[src/rtl/uart_bus_arbiter_pkg.sv]
// uart_bus_arbiter_pkg: shared state encoding for the two-master UART bus arbiter.
package uart_bus_arbiter_pkg;
  localparam int ARB_STATE_W = 2;
  typedef enum logic [ARB_STATE_W-1:0] {
    ARB_IDLE    = 2'b00,
    ARB_BUSY    = 2'b01,
    ARB_RELEASE = 2'b10
  } arb_state_e;
endpackage

[src/rtl/uart_bus_arbiter_rr_arbiter2.sv]
// rr_arbiter2: two-way round-robin pick; the master that did not win last time wins a tie.
module rr_arbiter2 (
  input  logic [1:0] req_i,
  input  logic       last_i,
  output logic [1:0] gnt_o
);
  assign gnt_o[0] = req_i[0] & (~req_i[1] | last_i);
  assign gnt_o[1] = req_i[1] & (~req_i[0] | ~last_i);
endmodule

[src/rtl/uart_bus_arbiter.sv]
// uart_bus_arbiter: shares one UART bus slave between two masters with round-robin grant,
// a one-cycle release gap after each transaction and a watchdog error termination.
module uart_bus_arbiter
  import uart_bus_arbiter_pkg::*;
#(
  parameter int ADDR_W  = 32,
  parameter int DATA_W  = 32,
  parameter int TIMEOUT = 1024
) (
  input  logic              clk,
  input  logic              rst,
  input  logic [ADDR_W-1:0] m0_addr_i,
  input  logic [DATA_W-1:0] m0_data_i,
  output logic [DATA_W-1:0] m0_data_o,
  input  logic              m0_select_i,
  input  logic              m0_we_i,
  output logic              m0_ack_o,
  output logic              m0_err_o,
  input  logic [ADDR_W-1:0] m1_addr_i,
  input  logic [DATA_W-1:0] m1_data_i,
  output logic [DATA_W-1:0] m1_data_o,
  input  logic              m1_select_i,
  input  logic              m1_we_i,
  output logic              m1_ack_o,
  output logic              m1_err_o,
  output logic [ADDR_W-1:0] s_addr_o,
  output logic [DATA_W-1:0] s_data_o,
  input  logic [DATA_W-1:0] s_data_i,
  output logic              s_select_o,
  output logic              s_we_o,
  input  logic              s_ack_i,
  output logic [1:0]        grant_o,
  output logic              busy_o
);
  localparam int CW = $clog2(TIMEOUT);
  localparam logic [CW-1:0] WD_MAX = CW'(TIMEOUT - 1);

  arb_state_e    state_q;
  logic [1:0]    grant_q;
  logic          last_q;
  logic [CW-1:0] wd_cnt_q;
  logic [1:0]    gnt;
  logic          busy;
  logic          timeout;
  logic          done;
  logic          ack_ok;
  logic          err;

  rr_arbiter2 u_rr (
    .req_i  ({m1_select_i, m0_select_i}),
    .last_i (last_q),
    .gnt_o  (gnt)
  );

  assign busy    = state_q == ARB_BUSY;
  assign timeout = busy && wd_cnt_q == WD_MAX;
  assign done    = busy && (s_ack_i || timeout);
  assign ack_ok  = busy && s_ack_i;
  assign err     = timeout && !s_ack_i;

  // grant_q is only non-zero while BUSY, so it alone gates the slave mux and master returns
  always_ff @(posedge clk or posedge rst) begin
    if (rst) begin
      state_q  <= ARB_IDLE;
      grant_q  <= 2'b00;
      last_q   <= 1'b1;
      wd_cnt_q <= '0;
    end else begin
      case (state_q)
        ARB_IDLE: if (|gnt) begin
          state_q  <= ARB_BUSY;
          grant_q  <= gnt;
          last_q   <= gnt[1];
          wd_cnt_q <= '0;
        end
        ARB_BUSY: if (done) begin
          state_q <= ARB_RELEASE;
          grant_q <= 2'b00;
        end else wd_cnt_q <= wd_cnt_q + 1'b1;
        default: state_q <= ARB_IDLE;
      endcase
    end
  end

  assign s_select_o = busy;
  assign busy_o     = state_q != ARB_IDLE;
  assign grant_o    = grant_q;
  assign s_addr_o   = grant_q[1] ? m1_addr_i : grant_q[0] ? m0_addr_i : '0;
  assign s_data_o   = grant_q[1] ? m1_data_i : grant_q[0] ? m0_data_i : '0;
  assign s_we_o     = grant_q[1] ? m1_we_i : grant_q[0] & m0_we_i;
  assign m0_ack_o   = grant_q[0] & done;
  assign m1_ack_o   = grant_q[1] & done;
  assign m0_err_o   = grant_q[0] & err;
  assign m1_err_o   = grant_q[1] & err;
  assign m0_data_o  = (grant_q[0] & ack_ok) ? s_data_i : '0;
  assign m1_data_o  = (grant_q[1] & ack_ok) ? s_data_i : '0;
endmodule

[config.mk]
export PLATFORM = sky130hd
export DESIGN_NAME = uart_bus_arbiter
export DESIGN_NICKNAME = d
export VERILOG_FILES = /design/src/rtl/uart_bus_arbiter_pkg.sv /design/src/rtl/uart_bus_arbiter_rr_arbiter2.sv /design/src/rtl/uart_bus_arbiter.sv
export SDC_FILE = /design/constraint.sdc
export NUM_CORES = 1
export LEC_CHECK = 0
export ABC_AREA = 1
export BUFFER_PORTS_ARGS = -buffer_cell sky130_fd_sc_hd__buf_2
export CORE_AREA = 2 2 117 119
export DETAILED_ROUTE_END_ITERATION = 12
export DIE_AREA = 0 0 119 121
export PLACE_DENSITY = 0.58
export SYNTH_ARGS = -nofsm -noshare
export SYNTH_HDL_FRONTEND = slang
export SYNTH_SLANG_ARGS = --single-unit
[constraint.sdc]
create_clock -name clk -period 1.4 [get_ports clk]
set_input_delay 0.21 -clock clk [delete_from_list [all_inputs] [get_ports clk]]
set_output_delay 0.21 -clock clk [all_outputs]
set_load 0.03 [all_outputs]
==> metrics.txt <==
outcome=complete, but fails checks; failing checks=setup timing; power per cell area=1666 nW/µm²; remaining antenna violation count=0; Clock Pin Slew Worst Setup and Hold Paths=50 ps; Row Count=42; CTS tree=done; RePlAce Congestion=0.8393; Slew headroom=58.79%; Via density=4.665; syn avg cell area=4.980 µm²; Slew @ Worst Pin=614.0 ps; first-pass GRT wire length=26270 µm; number of max-cap violations=0; Final min period=1835 ps; global-route usage over all layers=23.03%; delay of the slowest cell on the worst path=360 ps; Synthesized Nets=623; H-Tree Depth=1; R2R cell count=10; fin nets=1006; CP cell instances=inv_2 -> nor2_4 -> buf_6 -> nand3_4 -> buf_12 -> buf_16 -> nor2_4 -> buf_6; clk root buf=clkbuf_16; largest net degree at the start of global routing=25; Startpoint Class=flop; FF+latch count, synth=15; pre-CTS setup slack=-263.0 ps; Chip Width=119 µm; Remaining Overflow, GRT=0; CTS Sinks=15; die area=14400 µm²; placed cell count=950; most frequent cells in the layout=buf_2 (167), buf_6 (150), nor2_4 (71); Setup crit end kind=primary output; clock latency on the worst-skew pair=240 ps; final hold vios=0; Hold WC Path Type=in2reg; Final Max Slew Viols=0; Vias=4740; share of cells above drive strength 1=80.17%; DRT iter0 DRCs=324; initial antenna violation count=2; Final WS setup=-434.5 ps; IO buf count=303; Initial Util=17.32%; Critical Path AT=1620 ps; DP HPWL=10900 µm; commonest non-fill, non-tap cell in the layout=buf_2; vias in the first global route=4841; Hold Path Stages=3; smallest hold slack=265.7 ps; DRC errors left=0; Ys Warns=0; LEAKAGE=4.083 nW; Wirelength per Cell=18.90 µm; Setup Viol. Count Final=149; slowest cell on the critical path=dfrtp_1; Seq/Total Area, Yosys=16.62%; RSZ-0062 raised after global routing=true; Critical Path Fanout Max=7; fillers=1036; Core Region=13090 µm²; post-synthesis cell count=455; mapped cell area=2266 µm²; max frequency=545.1 MHz; final period utilization=131.0%; maximum clock insertion buffer count=2; clk_skew=1.055 ps; final WL=19200 µm; Worst Setup Path Type=reg2out; Non-Filler Instances=1016; Area Overhead vs Synth=250.4%; distinct cell type count after synthesis=23; CP required=1190 ps; Peak supply drop=0.9468 mV; clock buffer count from CTS=3; TritonRoute pass-1 iters=4; Vert. Die Dim=121 µm; IO Pins=304
## through the flow
step	cell area [µm²]	total power, mW	setup TNS, ps	util, %
5_1_grt	7939	13.73	-54510	60.67
2_1_floorplan	2953	4.895	-15430	-
4_1_cts	7423	12.36	-41630	56.73
3_5_place_dp	4938	7.041	-8687	37.74
3_3_place_gp	4938	7.053	-7945	37.74
6_report	7939	13.23	-45970	60.67
## metal layers
layer	routed length, µm	GRT usage (%)
met1	7125	27.85
met2	9673	40.37
met3	1376	5.263
met4	1028	7.440
met5	0	0
## critical path, delay by kind of cell (launching register included)
family	cells	cell delay, ps
flip-flops	1	360
AND/OR/NAND/NOR	3	360
buffers and inverters	5	640
## flip-flops by register name, indices dropped and copies added (netlist names)
register / cells
last_q: 1
grant_o: 2
wd_cnt_q: 10
state_q: 2
## cells by family (layout without fill, tap and decap cells)
family / Yosys count / after routing / synth area share (%)
AOI/OAI and AO/OA: 4 / 4 / 1.104
adders and majority gates: 1 / 1 / 0.5521
buffers and inverters: 80 / 462 / 14.91
and+or+nand+nor: 355 / 355 / 66.81
other: 0 / 3 / 0
DFF: 15 / 15 / 16.62
## power by group
| group | internal (mW) | switching (mW) |
|---|---|---|
| Clock | 0.385 | 0.168 |
| Combinational | 5.57 | 6.44 |
| Sequential | 0.542 | 0.125 |
| Total | 6.50 | 6.73 |
## path summary, 6_finish.rpt
| kind | from | end | slack (ps) |
|---|---|---|---|
| max in group asynchronous | rst | wd_cnt_q[6]$_DFFE_PP0P_ | 480 |
| hold reg to reg | last_q$_DFFE_PP1P_ | last_q$_DFFE_PP1P_ | 470 |
| setup reg to reg | wd_cnt_q[0]$_DFFE_PP0P_ | wd_cnt_q[3]$_DFFE_PP0P_ | -220 |
| hold / removal | m1_select_i | last_q$_DFFE_PP1P_ | 270 |
| setup / recovery | state_q[0]$_DFFE_PP0P_ | m0_data_o[6] | -430 |
| min in group asynchronous | rst | state_q[0]$_DFFE_PP0P_ | 490 |
## synth_stat cells (all sizes together)
cell type	n	area, µm²
nand4	2	12.51
dfrtp	14	350.3
nand3	85	447.9
nand2	182	690.7
o21bai	1	7.510
clkbuf	9	33.78
ha	1	12.51
o21ai	1	5.000
dfstp	1	26.28
nor3b	3	22.52
inv	50	187.7
a21oi	1	5.000
nor3	2	10.01
nor2	80	322.8
buf	21	116.4
nand3b	1	7.510
o211ai	1	7.510
## area by class of cell
type / instances / area, µm² / share of cell area [%]
antenna: 3 / 7.507 / 0.09456
clock buffer: 4 / 78.83 / 0.9929
inverter: 50 / 195.2 / 2.459
multi-input combinational: 360 / 3097 / 39.01
sequential: 15 / 379.1 / 4.775
tap: 176 / 220.2 / 2.774
timing repair buffer: 408 / 3961 / 49.90
## timing repair
action / in CTS / in global routing
endpoints found under the hold margin: 6 / 0
setup endpoints to repair: 149 / 151
gates cloned: 21 / 6
pin swaps: 39 / 49
resized for setup: 447 / 114
setup buffers: 31 / 15
hold buffers: 1 / 0
No activity file was read; power rests on OpenSTA's default activity.
